--- config.mk ---
export PLATFORM = sky130hd
export DESIGN_NAME = writeback_control
export DESIGN_NICKNAME = d
export VERILOG_FILES = /design/src/rtl/writeback_control.sv
export SDC_FILE = /design/constraint.sdc
export NUM_CORES = 1
export LEC_CHECK = 0
export BUFFER_PORTS_ARGS = -buffer_cell sky130_fd_sc_hd__buf_4
export CAP_MARGIN = 10
export CORE_MARGIN = 5
export CORE_UTILIZATION = 55
export CTS_CLUSTER_SIZE = 24
export DETAILED_ROUTE_END_ITERATION = 6
export PLACE_DENSITY = 0.89
export RECOVER_POWER = 25
export SKIP_CTS_REPAIR_TIMING = 1
export SLEW_MARGIN = 0
export SYNTH_ARGS = -nofsm -noshare
export SYNTH_HDL_FRONTEND = slang
export SYNTH_SLANG_ARGS = --single-unit
--- constraint.sdc ---
create_clock -name clock -period 5.4 [get_ports clock]
set_input_delay 0.27 -clock clock [delete_from_list [all_inputs] [get_ports clock]]
set_output_delay 0.27 -clock clock [all_outputs]
set_load 0.05 [all_outputs]
--- src/rtl/writeback_control.sv ---
// Writeback stage: MEM/WB register, register-file write port,
// write-before-read bypass flags to decode and a retire counter.
module writeback_control #(
  parameter logic [4:0] RSTATUS = 5'd30,
  parameter logic [4:0] RLINK   = 5'd31
) (
  input  logic        clock,
  input  logic        reset,
  input  logic        stall,
  input  logic        flush,
  input  logic        in_valid,
  input  logic [31:0] in_instruction,
  input  logic [31:0] in_alu_result,
  input  logic [31:0] in_mem_data,
  input  logic [31:0] in_pc_plus1,
  input  logic        in_overflow,
  input  logic [4:0]  read_reg_s1,
  input  logic [4:0]  read_reg_s2,
  output logic        ctrl_writeEnable,
  output logic [4:0]  ctrl_writeReg,
  output logic [31:0] data_writeReg,
  output logic        bypass_s1,
  output logic        bypass_s2,
  output logic [31:0] retired_count
);

  localparam logic [4:0] OP_ALU  = 5'b00000;
  localparam logic [4:0] OP_ADDI = 5'b00101;
  localparam logic [4:0] OP_LW   = 5'b01000;
  localparam logic [4:0] OP_JAL  = 5'b00011;
  localparam logic [4:0] OP_SETX = 5'b10101;
  localparam logic [4:0] AOP_ADD = 5'b00000;
  localparam logic [4:0] AOP_SUB = 5'b00001;

  logic        valid_q;
  logic [31:0] instr_q;
  logic [31:0] alu_q;
  logic [31:0] mem_q;
  logic [31:0] pc1_q;
  logic        ovf_q;
  logic [31:0] count_q;

  always_ff @(posedge clock) begin
    if (reset) begin
      valid_q <= 1'b0;
      instr_q <= '0;
      alu_q   <= '0;
      mem_q   <= '0;
      pc1_q   <= '0;
      ovf_q   <= 1'b0;
    end else if (flush) begin
      valid_q <= 1'b0;
    end else if (!stall) begin
      valid_q <= in_valid;
      instr_q <= in_instruction;
      alu_q   <= in_alu_result;
      mem_q   <= in_mem_data;
      pc1_q   <= in_pc_plus1;
      ovf_q   <= in_overflow;
    end
  end

  // An instruction retires when it leaves the stage, flushed or not.
  always_ff @(posedge clock) begin
    if (reset)
      count_q <= '0;
    else if (valid_q && (!stall || flush))
      count_q <= count_q + 32'd1;
  end

  logic [4:0]  op;
  logic [4:0]  aop;
  logic        wr_class;
  logic [1:0]  exc_code;
  logic [4:0]  wr_reg;
  logic [31:0] wr_data;

  assign op  = instr_q[31:27];
  assign aop = instr_q[6:2];

  always_comb begin
    wr_class = 1'b0;
    exc_code = 2'd0;
    wr_reg   = instr_q[26:22];
    wr_data  = alu_q;
    unique case (op)
      OP_ALU: begin
        wr_class = 1'b1;
        if (ovf_q && aop == AOP_ADD) exc_code = 2'd1;
        if (ovf_q && aop == AOP_SUB) exc_code = 2'd3;
      end
      OP_ADDI: begin
        wr_class = 1'b1;
        if (ovf_q) exc_code = 2'd2;
      end
      OP_LW: begin
        wr_class = 1'b1;
        wr_data  = mem_q;
      end
      OP_JAL: begin
        wr_class = 1'b1;
        wr_reg   = RLINK;
        wr_data  = pc1_q;
      end
      OP_SETX: begin
        wr_class = 1'b1;
        wr_reg   = RSTATUS;
        wr_data  = {5'b0, instr_q[26:0]};
      end
      default: wr_class = 1'b0;
    endcase
    if (exc_code != 2'd0) begin
      wr_reg  = RSTATUS;
      wr_data = {30'b0, exc_code};
    end
  end

  assign ctrl_writeReg    = wr_reg;
  assign data_writeReg    = wr_data;
  assign ctrl_writeEnable = valid_q && wr_class && (wr_reg != 5'd0);
  assign bypass_s1 = ctrl_writeEnable && (wr_reg == read_reg_s1);
  assign bypass_s2 = ctrl_writeEnable && (wr_reg == read_reg_s2);
  assign retired_count = count_q;

endmodule

==> results.txt, run 1 <==
----------------------------------------------------
[Run status]
  Status ... finished with violations
  Violated checks ... design-rule violations, max-capacitance violations, max-slew violations

[CTS]
  Clock buffers created by TritonCTS ... 17
  Clock root buffer ... sky130_fd_sc_hd__clkbuf_16
  Clock tree from TritonCTS ... built
  Insertion delay to the later sink of the worst-skew pair ... about 0.42 ns
  Maximum clock path buffer count ... 2
  Clock transition at the registers of the reported paths ... 0.06 ns
  H-tree depth ... 4
  Clock net sink count ... 162

[Timing]
  Measured slew at the worst slew-check pin ... about 2.8 ns
  Crit path time final ... around 3.3 ns
  Portion of the clock cycle consumed by the worst path in the final layout ... 0.6121
  Highest clock rate ... 302.6 MHz
  Setup repair after global routing missed its margin ... false
  Final Skew ... a little under 0.007 ns
  Max-slew violation count ... 131
  Finish-stage setup viols ... 0
  Number of hold violations in the final report ... 0
  Worst-case headroom to the max-slew limit ... -0.8850
  Post-Route Setup TNS ... 0 ns

[Place]
  Cell count after placement ... between 1000 and 1500
  Last weighted congestion value of the routability-driven placer ... between 0.8 and 0.9
  Half-perimeter wire length after detailed placement ... between 10000 and 15000 µm
  Port-buffer cells ... approximately 220

[Worst setup path]
  Required time of the worst setup path ... 5.13 ns
  Max FO, Critical Path ... 18
  Worst EP arrival ... ~3.0 ns
  R2R cell count ... 6
  WS Path Type ... flop to output pin
  Crit start category ... flop
  Element type at the critical path end ... output pin
  FF-to-FF setup slack ... 3.17 ns

[Power and ir drop]
  Static power due to leakage ... 0.003582 µW
  IR drop worst, VDD ... approximately 200 µV
  Power per unit of standard cell area ... around 330 nW/µm²

[Yosys]
  Number of enable flip-flop cells after synthesis ... 0
  Sequential area share after synthesis ... 0.4615
  Synth unique cells ... 53
  Average instance area after synthesis ... between 7 and 8 µm²
  Post-synthesis register bit count ... 162
  Count of yosys warnings during synthesis ... 0
  Top FF cell, synth ... sky130_fd_sc_hd__dfxtp_1
  Gate count after technology mapping ... 921
  Post-synthesis instance area ... between 7000 and 8000 µm²
  Post-synth net total ... between 1000 and 1500
  Proportion of register bits with asynchronous set or reset after synthesis ... 0

[Finish]
  Proportion of layout cells with a drive suffix above 1 ... 0.2080
  Layout Nets ... approximately 1200
  Sequential Area ... between 3000 and 4000 µm²
  Number of fillers in the final layout ... between 900 and 1000
  Total inserted antenna cells ... 0
  Area of the multi-input gates ... 3457 µm²
  Post-synthesis to final-layout area growth ... 31.00%
  Post-route insts no fill ... ~1300

[Floorplanning]
  IO Count ... approximately 220
  Number of rows created at floorplan ... 41
  Initial cell density of the core ... 0.5591
  Total Die Area ... around 15000 µm²
  Overall die width ... 123.0 µm
  Vert. Die Dim ... around 120 µm
  Total core area ... around 13000 µm²

[Job]
  Max-cap check violation count ... 2

[GRT]
  Total GRT Usage ... 0.2827
  Remaining global-route overflow ... 0
  Initial antenna violation count ... 0
  Largest net degree at the start of global routing ... 96
  Wire length of the first global-routing pass ... between 30000 and 40000 µm
  Vias in the first global route ... around 6900

[Routing]
  Number of DRC markers after the initial detailed-route iteration ... roughly 930
  Number of vias per cell after detailed routing ... around 5.7
  DR vias ... between 7000 and 8000
  Remaining routing DRC violations ... 5
  Aggregate routed wire length ... between 20000 and 25000 µm
  First-pass iteration count of the detailed router ... 7
  Routed wire length per instance ... approximately 17 µm
  Final antenna-violating net count ... 0

[Worst hold path]
  Worst hold path class ... primary input to flop
  Hold path depth ... 2

----------------------------------------------------
## report_power, final
| part | internal [µW] | switching, µW |
|---|---|---|
| logic | 142 | 205 |
| clock network | 956 | 469 |
| registers | 1240 | 32.9 |
| total | 2340 | 708 |
## cell families (layout without fill, tap and decap cells)
kind of cell | count (synthesis) | count (layout) | synth area share
buffers and inverters | 83 | 268 | 0.04879
xor gates and xnor gates | 25 | 25 | 0.03116
and+or+nand+nor | 412 | 412 | 0.2520
adders and majority gates | 1 | 1 | 0.001780
DFF | 162 | 162 | 0.4615
AOI/OAI and AO/OA | 237 | 237 | 0.2033
muxes | 1 | 1 | 0.001425
## cell type report
| class | count | area share |
|---|---|---|
| clock inverters | 11 | 0.02800 |
| inverters | 14 | 0.005709 |
| multi-input cells | 676 | 0.3756 |
| well taps | 172 | 0.02338 |
| repair buffers | 223 | 0.1676 |
| clock buffers | 20 | 0.04744 |
| flip-flops and latches | 162 | 0.3523 |
## path summary, 6_finish.rpt
| path | to | startpoint |
|---|---|---|
| worst min-delay path | valid_q$_SDFFE_PP0N_ | flush |
| worst min register to register | mem_q[27]$_SDFFE_PP0P_ | mem_q[27]$_SDFFE_PP0P_ |
| worst max-delay path | data_writeReg[20] | instr_q[30]$_SDFFE_PP0P_ |
| worst max register to register | retired_count[31]$_SDFFE_PP0P_ | retired_count[5]$_SDFFE_PP0P_ |
## Yosys cell counts (5+ instances only)
cell | n | area share
sky130_fd_sc_hd__xor2_1 | 13 | 0.016
sky130_fd_sc_hd__buf_1 | 5 | 0.0027
sky130_fd_sc_hd__a21oi_1 | 167 | 0.12
sky130_fd_sc_hd__o21ai_0 | 15 | 0.011
sky130_fd_sc_hd__or3_1 | 14 | 0.012
sky130_fd_sc_hd__inv_1 | 14 | 0.0075
sky130_fd_sc_hd__dfxtp_1 | 162 | 0.46
sky130_fd_sc_hd__xnor2_1 | 12 | 0.015
sky130_fd_sc_hd__nand2_1 | 296 | 0.16
sky130_fd_sc_hd__buf_2 | 10 | 0.0071
sky130_fd_sc_hd__a222oi_1 | 31 | 0.044
sky130_fd_sc_hd__nand3_1 | 15 | 0.011
sky130_fd_sc_hd__nor2_1 | 37 | 0.020
sky130_fd_sc_hd__clkbuf_1 | 51 | 0.027
sky130_fd_sc_hd__nor3_1 | 12 | 0.0085
sky130_fd_sc_hd__nand4_1 | 7 | 0.0062
## per-stage QoR
stage          cell area (µm²)  worst slack (ns)  total power (µW)  utilization  hold WS (ns)
6_report                  9205             2.095              3046       0.7324       0.03845
5_1_grt                   9205             1.890              3141       0.7324       0.04476
4_1_cts                   9344             2.118              3056       0.7435       0.04264
3_5_place_dp              8650             2.581              1640       0.6882        0.4477
3_3_place_gp              8650             2.662              1635       0.6882        0.4433
2_1_floorplan             7027             2.462              1490            -        0.3493
## metal layers
metal  part of all wire  track usage  vias up  routed length, µm
met5                  0            0        -                  0
met4              0.042       0.1453        0                915
met3               0.10      0.07548       74               2306
met2               0.48       0.4718      399              10630
met1               0.37       0.3346     3326               8111
li1                   -            -     3506                  -
## flip-flops by register name (all words and copies together), names as in the netlist
| signal | cells |
|---|---|
| valid_q | 1 |
| ovf_q | 1 |
| instr_q | 32 |
| retired_count | 32 |
| alu_q | 32 |
| pc1_q | 32 |
| mem_q | 32 |
## critical path: stages (launching register included)
cell and delay (ns):
sky130_fd_sc_hd__dfxtp_1 0.35, sky130_fd_sc_hd__nand2b_1 0.37, sky130_fd_sc_hd__nor4b_4 0.89, sky130_fd_sc_hd__buf_4 0.40
sky130_fd_sc_hd__a222oi_1 0.13, sky130_fd_sc_hd__a21oi_1 0.23, sky130_fd_sc_hd__buf_4 0.24
## cell usage in the layout, fill, tap and decap left out, drive strengths merged, types with 4 or more instances in the layout
master / netlist / routed
nand2: 297 / 297
buf: 18 / 188
a21oi: 168 / 168
dfxtp: 162 / 162
clkbuf: 51 / 55
nor2: 37 / 37
a222oi: 31 / 31
o21ai: 16 / 16
nand3: 15 / 15
inv: 14 / 14
or3: 14 / 14
xor2: 13 / 13
nor3: 12 / 12
xnor2: 12 / 12
bufinv: 0 / 8
nand4: 7 / 7
nand2b: 5 / 5
and2: 4 / 4
and3: 4 / 4
and4: 4 / 4
o211ai: 4 / 4
a211oi: 4 / 4
No activity file was read; power rests on OpenSTA's default activity.
==> run 2: changes to the inputs <==
--- a/config.mk
+++ b/config.mk
@@ -8,10 +8,10 @@
 export BUFFER_PORTS_ARGS = -buffer_cell sky130_fd_sc_hd__buf_4
 export CAP_MARGIN = 10
 export CORE_MARGIN = 5
-export CORE_UTILIZATION = 55
+export CORE_UTILIZATION = 46
 export CTS_CLUSTER_SIZE = 24
 export DETAILED_ROUTE_END_ITERATION = 6
-export PLACE_DENSITY = 0.89
+export PLACE_DENSITY = 0.8
 export RECOVER_POWER = 25
 export SKIP_CTS_REPAIR_TIMING = 1
 export SLEW_MARGIN = 0
==> constraint.sdc (replaced) <==
create_clock -name clock -period 2.9 [get_ports clock]
set_input_delay 0.145 -clock clock [delete_from_list [all_inputs] [get_ports clock]]
set_output_delay 0.145 -clock clock [all_outputs]
set_load 0.05 [all_outputs]
==> run 2 against run 1 <==
The run ends with design-rule violations, negative hold slack, max-capacitance violations, max-slew violations left. Design area up 12%. Clock-buffer cell count is 1 higher. Sequential power grew 87%. Register-to-register slack worse by 2.4 ns. Cell count up 9.7%. Critical path depth up 1. Clock power is 59% higher. Combinational power up 130%. Routed wire length is 10% higher. Global-route usage shrank 4.1 points. First-iteration DRC count shrank 23%. Non-clock buffer count increased by 108. Critical path type unchanged. Critical endpoint is now data_writeReg[13]. Highest routed layer unchanged.
==> results.txt, run 2 (synthesis gave the netlist of run 1 again) <==
----------------------------------------------------
[Run status]
  Status ... finished with violations
  Violated checks ... design-rule violations, negative hold slack, max-capacitance violations, max-slew violations

[Worst setup path]
  Element type at the critical path end ... output pin
  WS Path Type ... flop to output pin
  Bufs and invs on worst path ... 2
  Crit start category ... flop
  Top Family by Delay on Critical Path ... simple AND/OR/NAND/NOR gates
  Worst-path cell chain ... or3b_1, a21oi_4, nor2_4, buf_4, nand2_1, a21oi_1, buf_4
  Most repeated library cell on the critical path ... sky130_fd_sc_hd__buf_4
  Maximum single-stage delay on the critical path ... between 0.5 and 0.6 ns
  Max FO, Critical Path ... 20
  Required time of the worst setup path ... roughly 2.8 ns
  Worst EP arrival ... ~2.7 ns
  Max stage delay cell, worst path ... sky130_fd_sc_hd__dfxtp_1

[CTS]
  Insertion delay to the later sink of the worst-skew pair ... about 0.42 ns
  Clock buffers created by TritonCTS ... 17
  Clock tree from TritonCTS ... built
  H-tree depth ... 4
  Clock transition at the registers of the reported paths ... 0.06 ns
  Maximum clock path buffer count ... 2
  Clock net sink count ... about 160
  Clock root buffer ... sky130_fd_sc_hd__clkbuf_16

[Finish]
  Post-synthesis to final-layout area growth ... 46.44%
  Most frequent standard cell in the layout excluding fill and tap cells ... sky130_fd_sc_hd__nand2_1
  Layout Nets ... 1347
  Proportion of layout cells with a drive suffix above 1 ... 0.2010
  Total inserted antenna cells ... 0
  Post-route insts no fill ... 1402
  Core utilization of the finished layout ... 0.6819
  Commonest cells after routing, fill and taps aside ... sky130_fd_sc_hd__nand2_1, sky130_fd_sc_hd__buf_4, sky130_fd_sc_hd__a21oi_1
  Number of fillers in the final layout ... 1193

[Timing]
  Final Skew ... ~0.0033 ns
  Crit path time final ... between 2 and 3 ns
  Highest clock rate ... roughly 350 MHz
  Finish-stage setup viols ... 0
  Number of hold violations in the final report ... 17
  Final critical-path setup slack ... roughly 0.012 ns
  Measured slew at the worst slew-check pin ... between 1.5 and 2 ns
  Post-Route Setup TNS ... 0 ns
  Max-slew violation count ... 42
  Worst-case headroom to the max-slew limit ... -0.05633
  Worst slack on hold paths ... -0.02720 ns
  Portion of the clock cycle consumed by the worst path in the final layout ... 0.9958

[GRT]
  Total GRT Usage ... 0.2413
  Vias in the first global route ... slightly below 7000
  Largest net degree at the start of global routing ... between 80 and 90
  Wire length of the first global-routing pass ... 34830 µm
  Remaining global-route overflow ... 0
  Initial antenna violation count ... 0

[Floorplanning]
  Total core area ... ~15000 µm²
  Total Die Area ... about 18000 µm²
  Overall die width ... 133.6 µm
  Vert. Die Dim ... roughly 130 µm
  IO Count ... ~220
  Number of rows created at floorplan ... 45
  Initial cell density of the core ... 0.4657

[Routing]
  Highest routed metal layer ... met4
  Number of DRC markers after the initial detailed-route iteration ... 718
  Remaining routing DRC violations ... 10
  Total length of routed met3 wires ... between 1500 and 2000 µm
  Routed wire length per instance ... approximately 17 µm
  Met1 WL ... just under 10000 µm
  Final antenna-violating net count ... 0
  Met2 wire len ... approximately 12000 µm
  DR vias ... approximately 7700
  First-pass iteration count of the detailed router ... 7
  Aggregate routed wire length ... around 24000 µm
  Number of vias per cell after detailed routing ... approximately 5.5

[Place]
  Worst Setup Slack post-DPL ... between 0.3 and 0.4 ns
  Half-perimeter wire length after detailed placement ... ~15000 µm
  Port-buffer cells ... between 200 and 250
  Last weighted congestion value of the routability-driven placer ... 0.8712
  Cell count after placement ... 1271

[Power and ir drop]
  Power per unit of standard cell area ... about 530 nW/µm²
  IR drop worst, VDD ... 393.8 µV
  Static power due to leakage ... 0.004029 µW

[Worst hold path]
  Worst hold path class ... primary input to flop

[Job]
  Max-cap check violation count ... 1

----------------------------------------------------
## run 2: changes by cell type in the layout (fill, tap and decap cells not counted), moves of 2 or more
cell and delta:
sky130_fd_sc_hd__bufinv_16 -5, sky130_fd_sc_hd__clkinv_2 +2, sky130_fd_sc_hd__dfxtp_1 -2, sky130_fd_sc_hd__clkbuf_1 -3
sky130_fd_sc_hd__nor2_4 +2, sky130_fd_sc_hd__clkbuf_8 +2, sky130_fd_sc_hd__dlygate4sd3_1 +100, sky130_fd_sc_hd__buf_12 +4
sky130_fd_sc_hd__dfxtp_2 +2, sky130_fd_sc_hd__buf_4 +5
## run 2: where the power goes
group	total, µW	switching [µW]	internal (µW)
Sequential	2370	59.8	2310
Combinational	789	425	364
Clock	2270	879	1390
Total	5430	1360	4060
## run 2: area by class of cell
class	count	area [µm²]	share of cell area
Multi-Input combinational cell	676	3497	0.3399
Inverter	14	52.55	0.005107
Clock buffer	21	460.4	0.04475
Timing Repair Buffer	331	2665	0.2590
Sequential cell	162	3246	0.3154
Tap cell	188	235.2	0.02286
Clock inverter	10	133.9	0.01301
## run 2: worst paths after layout
check / startpoint / end / cells past startpoint / slack, ns
setup reg to reg: retired_count[4]$_SDFFE_PP0P_ / retired_count[31]$_SDFFE_PP0P_ / 6 / 0.78
setup / recovery: instr_q[31]$_SDFFE_PP0P_ / data_writeReg[13] / 7 / 0.01
hold / removal: in_mem_data[3] / mem_q[3]$_SDFFE_PP0P_ / 3 / -0.03
hold reg to reg: pc1_q[0]$_SDFFE_PP0P_ / pc1_q[0]$_SDFFE_PP0P_ / 2 / 0.45
## run 2: worst register-to-register path, stage by stage, from the launching register on
cell and delay, ns:
sky130_fd_sc_hd__dfxtp_1 0.44, sky130_fd_sc_hd__nand4_1 0.18, sky130_fd_sc_hd__nor2_1 0.34, sky130_fd_sc_hd__nand4_1 0.40, sky130_fd_sc_hd__nor4_1 0.42, sky130_fd_sc_hd__xnor2_1 0.16
sky130_fd_sc_hd__nor2_1 0.05
## run 2: routing by layer
layer	vias to the layer above	track usage
met2	366	0.3962
met3	59	0.07364
li1	3725	-
met1	3591	0.2947
met4	0	0.1017
met5	-	0
## run 2: stage by stage
stage / power, µW / hold WS (ns) / area [µm²]
detailed placement: 3072 / 0.3629 / 8780
global route: 5620 / 0.00009051 / 10290
CTS: 5323 / -0.08544 / 9374
finish: 5428 / -0.02720 / 10290
floorplan: 2774 / 0.2243 / 7027
global placement: 3061 / 0.3627 / 8780
